File: config.mk
export PLATFORM = sky130hd
export DESIGN_NAME = alu_arbiter
export DESIGN_NICKNAME = d
export VERILOG_FILES = /design/src/rtl/alu_arbiter.sv
export SDC_FILE = /design/constraint.sdc
export NUM_CORES = 1
export LEC_CHECK = 0
export ABC_CLOCK_PERIOD_IN_PS = 3800
export CAP_MARGIN = 0
export CORE_MARGIN = 2
export CORE_UTILIZATION = 35
export DETAILED_ROUTE_END_ITERATION = 6
export PLACE_DENSITY = 0.79
export SKIP_LAST_GASP = 1
export SLEW_MARGIN = 20
export SYNTH_ARGS = -nofsm -noshare
export SYNTH_HDL_FRONTEND = slang
export SYNTH_SLANG_ARGS = --single-unit
File: constraint.sdc
create_clock -name clk -period 3.8 [get_ports clk]
set_clock_uncertainty 0.2 [all_clocks]
set_input_delay 0.76 -clock clk [delete_from_list [all_inputs] [get_ports clk]]
set_output_delay 0.76 -clock clk [all_outputs]
set_load 0.05 [all_outputs]
File: src/rtl/alu_arbiter.sv
// alu_arbiter: round-robin two-requester front end sharing one multi-cycle ALU
module alu_arbiter #(
    parameter int DW = 16,
    parameter int ALU_LAT = 1
) (
    input  logic          clk,
    input  logic          reset,
    input  logic          req0,
    input  logic          req1,
    input  logic [3:0]    op0,
    input  logic [3:0]    op1,
    input  logic [DW-1:0] a0,
    input  logic [DW-1:0] b0,
    input  logic [DW-1:0] a1,
    input  logic [DW-1:0] b1,
    output logic          gnt0,
    output logic          gnt1,
    output logic [3:0]    alu_ctrl,
    output logic [DW-1:0] alu_a,
    output logic [DW-1:0] alu_b,
    input  logic [DW-1:0] alu_result,
    input  logic          alu_overflow,
    output logic          done0,
    output logic          done1,
    output logic [DW-1:0] resp_data,
    output logic          resp_ovf,
    output logic          resp_err,
    output logic          busy
);
    localparam logic [1:0] IDLE  = 2'd0;
    localparam logic [1:0] ISSUE = 2'd1;
    localparam logic [1:0] WAIT  = 2'd2;
    localparam logic [1:0] RESP  = 2'd3;
    localparam logic [3:0] LAT_M1 = 4'(ALU_LAT - 1);

    logic [1:0]    state;
    logic [3:0]    cnt;
    logic          last;
    logic          owner;
    logic [3:0]    op_q;
    logic [DW-1:0] a_q;
    logic [DW-1:0] b_q;
    logic [DW-1:0] res_q;
    logic          ovf_q;
    logic          err_q;
    logic          any_req;
    logic          pick;
    logic          legal;
    logic [3:0]    op_sel;
    logic [DW-1:0] a_sel;
    logic [DW-1:0] b_sel;
    logic          grant;
    logic          resp;

    // arbitration: a tie goes to the requester not served last
    always_comb begin
        any_req = req0 | req1;
        pick    = (req0 & req1) ? ~last : req1;
        op_sel  = pick ? op1 : op0;
        a_sel   = pick ? a1 : a0;
        b_sel   = pick ? b1 : b0;
        legal   = op_sel inside {4'b0000, 4'b0001, 4'b0010, 4'b0110, 4'b0111, 4'b1100};
    end

    // outputs are forced quiet while reset is asserted
    always_comb begin
        grant     = (state == IDLE) & any_req & ~reset;
        resp      = (state == RESP) & ~reset;
        gnt0      = grant & ~pick;
        gnt1      = grant & pick;
        done0     = resp & ~owner;
        done1     = resp & owner;
        resp_data = resp ? res_q : '0;
        resp_ovf  = resp & ovf_q;
        resp_err  = resp & err_q;
        busy      = (state != IDLE) & ~reset;
        alu_ctrl  = reset ? 4'd0 : op_q;
        alu_a     = reset ? '0 : a_q;
        alu_b     = reset ? '0 : b_q;
    end

    // sequencing: capture on grant, count ALU latency, present one response
    always_ff @(posedge clk) begin
        if (reset) begin
            state <= IDLE;
            last  <= 1'b1;
            cnt   <= 4'd0;
            owner <= 1'b0;
            op_q  <= 4'd0;
            a_q   <= '0;
            b_q   <= '0;
            res_q <= '0;
            ovf_q <= 1'b0;
            err_q <= 1'b0;
        end else begin
            case (state)
                IDLE: if (any_req) begin
                    last  <= pick;
                    owner <= pick;
                    op_q  <= legal ? op_sel : 4'd0;
                    a_q   <= legal ? a_sel : '0;
                    b_q   <= legal ? b_sel : '0;
                    err_q <= ~legal;
                    res_q <= '0;
                    ovf_q <= 1'b0;
                    state <= legal ? ISSUE : RESP;
                end
                ISSUE: begin
                    cnt   <= LAT_M1;
                    state <= WAIT;
                end
                WAIT: if (cnt == 4'd0) begin
                    res_q <= alu_result;
                    ovf_q <= alu_overflow;
                    state <= RESP;
                end else begin
                    cnt <= cnt - 4'd1;
                end
                RESP: begin
                    op_q  <= 4'd0;
                    a_q   <= '0;
                    b_q   <= '0;
                    state <= IDLE;
                end
                default: state <= IDLE;
            endcase
        end
    end
endmodule

==> results.yml <==
synthesis:
  syn-num-nets: 460
  xor_xnor_fraction_of_synth_area: 0.005490
  synth.cell_area_um2: 3191
  compound_cell_area_share_of_the_yosys_netlist: 0.2114
  largest_family_of_logic_cells_by_synthesized_area: "compound AO/OA/AOI/OAI gates"
  yosys-mux-area-fraction: 0.1129
  synth_simple_gate_area_share: 0.1580
  netlist.area_leader.share: 0.3890
  syn_avg_cell_area_um2: 8.838
  synth_seq_area_share: 0.3890
  synthCells: 361
  async_flop_share: 0
  synthFlopType: "sky130_fd_sc_hd__dfxtp_1"
  synth_seq_cells: 62
  synth_top_area_cell: "sky130_fd_sc_hd__dfxtp_1"
  synth_enable_flop_cells: 0
  synth_cell_type_count: 42
  fraction_of_the_mapped_netlist_area_in_adder_cells: 0.02353
  top_cells_by_area_in_the_synthesized_netlist: "sky130_fd_sc_hd__dfxtp_1 (39%), sky130_fd_sc_hd__mux2i_1 (11%), sky130_fd_sc_hd__o32ai_1 (8.8%)"
  yosys_warnings: 0
final_layout:
  post-route-cell-area_um2: 5166
  fin_nets: 601
  num_antenna_cells: 0
  fillers: 777
  most_frequent_cells_in_the_layout: "sky130_fd_sc_hd__clkdlybuf4s50_1 (128), sky130_fd_sc_hd__dfxtp_1 (62), sky130_fd_sc_hd__nor2_1 (58), sky130_fd_sc_hd__inv_1 (43), sky130_fd_sc_hd__mux2i_1 (36)"
  area.growth.synth_to_final_pct: 61.92
  drive_above_1_share: 0.1183
  most_common_cell_after_layout_fill_and_taps_aside: "sky130_fd_sc_hd__clkdlybuf4s50_1"
hold_path:
  min_delay_path_depth: 2
  hold_path.class: "reg2reg"
  hold_path.startpoint: "err_q"
  min_delay_worst_endpoint: "err_q"
placement:
  io_buffers: 151
  place_area_um2: 4959
  gp_congestion: 0.7469
  detailedPlacementHpwl_um: 6367
run_status:
  status: "completed"
cts:
  cts_hold_repair.buffers: 0
  post_cts_resize_count: 0
  cts_setup_buffers: 0
  clock-sinks: 62
  cts_max_path_buffers: 2
  clock_pin_slew_on_the_worst_setup_and_hold_paths_ns: 0.07
  cts_tree: "yes"
  ctsRootBufferMaster: "sky130_fd_sc_hd__clkbuf_8"
  worstSkewPairLatency_ns: 0.34
  cts_max_level: 3
  cts_inserted_buffers: 9
floorplan:
  floorplan.die.width_um: 99.48
  core_um2: 8763
  ios: 152
  floorplan.die.height_um: 99.48
  dieArea_um2: 9895
  start_util: 0.3641
  core.rowCount: 34
timing:
  setup_viol: 0
  maxSlewHeadroom: 0.5060
  period_minus_slack_ns: 3.161
  hold_violations: 0
  min_period_over_period: 0.8318
  timing_worst_slew_pin_value_ns: 0.7388
  slew_viol_final: 0
  final.setup.tns_ns: 0
  grt_setup_unrepaired: "false"
  timing.fmax_mhz: 316.4
pwr:
  power_per_cell_area_nw_per_um2: 427.9
  power.leakage_uw: 0.001913
  irDropWorstVdd_uv: 202.0
critical_path:
  critical_path_peak_fanout: 37
  max_stage_delay_ns: 0.82
  reg2reg_setup_slack_ns: 1.53
  worstPathArrival_ns: 2.20
  worstPathRequired_ns: 2.84
  worst_path_most_repeated_cell: "sky130_fd_sc_hd__buf_4"
  crit_path_start_kind: "primary input"
  worst-r2r-cell-count: 6
  criticalPathCategory: "in2out"
  regToRegEndpoint: "a_q[8]"
  crit_path_end_kind: "output pin"
  path_cells: "buf_4 -> buf_4 -> nor2_1 -> clkdlybuf4s50_1"
  worstReg2RegStart: "state[0]"
  critical-path-slowest-cell: "sky130_fd_sc_hd__clkdlybuf4s50_1"
flow_run:
  max_cap_viol_count: 0
drt:
  detail_route.wirelength_um: 8384
  route.detailed.wl_per_inst_um: 13.63
  routed-via-count: 3054
  drc: 0
  first_pass_iters: 4
  count_of_nets_left_with_antenna_violations_after_detail_routing: 0
  detail_route.vias_per_cell: 4.966
  drt_iter0_drc: 99
global_routing:
  grt_max_degree: 38
  wire_length_of_the_first_global_routing_pass_um: 13690
  antenna_found_initial: 0
  overflow: 0
  global_route.usage.total: 0.1693
  via_count_of_the_first_global_routing_pass: 3018
## logic make-up after synthesis
group | after synthesis
AND/OR/NAND/NOR | 105
XOR/XNOR | 2
multiplexers | 36
buffers and inverters | 72
flip-flops | 62
adder cells (fa/ha/maj) | 6
AO/OA/AOI/OAI | 78
## worst max path at each step
stage | cells past startpoint | to | start | slack [ns]
after floorplan | 3 | gnt0 | reset | 0.60
after global placement | 4 | alu_a[12] | reset | 0.70
after detailed placement | 4 | alu_b[4] | reset | 0.65
after CTS | 4 | alu_b[4] | reset | 0.65
after global routing | 4 | alu_b[4] | reset | 0.59
final | 4 | alu_b[4] | reset | 0.64
## through the flow
step / total power [uW] / util / instances / hold slack [ns] / setup WS (ns)
after floorplan: 1369 / - / 361 / 0.2317 / 0.5992
after global placement: 1604 / 0.5658 / 599 / 0.2428 / 0.7010
after detailed placement: 1628 / 0.5658 / 599 / 0.2498 / 0.6548
after CTS: 2227 / 0.5895 / 615 / 0.2599 / 0.6527
after global routing: 2331 / 0.5895 / 615 / 0.2843 / 0.5899
final: 2211 / 0.5895 / 615 / 0.2582 / 0.6392
## worst max-delay path: cells and delay by family
family | cells | cell delay [ns]
buffers and inverters | 3 | 1.29
and+or+nand+nor | 1 | 0.13
## report_power, final
group          internal, uW  switching, uW  leakage, uW  total [uW]
logic                   331            511      0.00131         843
registers               737           34.7     0.000504         772
clock network           324            273    0.0000951         597
total                  1390            819      0.00191        2210
## area by class of cell
type / instances / area (um2) / share of cell area
Clock buffer: 10 / 137.6 / 0.02664
Clock inverter: 6 / 70.07 / 0.01356
Inverter: 43 / 161.4 / 0.03124
Multi-Input combinational cell: 227 / 1632 / 0.3158
Sequential cell: 62 / 1241 / 0.2403
Tap cell: 108 / 135.1 / 0.02616
Timing Repair Buffer: 159 / 1789 / 0.3463
## metal layers
metal | part of all wire | vias up | track usage
li1 | - | 1535 | -
met1 | 0.43 | 1380 | 0.2016
met2 | 0.49 | 128 | 0.3004
met3 | 0.067 | 11 | 0.04006
met4 | 0.013 | 0 | 0.05374
met5 | 0 | - | 0
## synth_stat cells, types with 2 or more instances
cell type	number
sky130_fd_sc_hd__o32ai_1	32
sky130_fd_sc_hd__ha_1	6
sky130_fd_sc_hd__nor2b_1	3
sky130_fd_sc_hd__nand2b_1	5
sky130_fd_sc_hd__a221oi_1	2
sky130_fd_sc_hd__a31oi_1	2
sky130_fd_sc_hd__o32ai_2	4
sky130_fd_sc_hd__dfxtp_1	62
sky130_fd_sc_hd__buf_4	4
sky130_fd_sc_hd__and2_1	19
sky130_fd_sc_hd__mux2i_1	36
sky130_fd_sc_hd__clkbuf_1	12
sky130_fd_sc_hd__nor3_1	3
sky130_fd_sc_hd__buf_6	3
sky130_fd_sc_hd__o21ai_0	3
sky130_fd_sc_hd__nor2_1	58
sky130_fd_sc_hd__buf_1	2
sky130_fd_sc_hd__buf_2	8
sky130_fd_sc_hd__inv_1	43
sky130_fd_sc_hd__nand3_1	2
sky130_fd_sc_hd__nand2_1	6
sky130_fd_sc_hd__a22oi_1	17
sky130_fd_sc_hd__nand3b_1	3
sky130_fd_sc_hd__a21oi_1	8
## state kept, by name, indices dropped and copies added (netlist names)
signal / count
err_q: 1
owner: 1
last: 1
state: 2
b_q: 16
ovf_q: 1
res_q: 16
a_q: 16
op_q: 4
cnt: 4
Note: power is estimated with default switching activity, not from simulation.
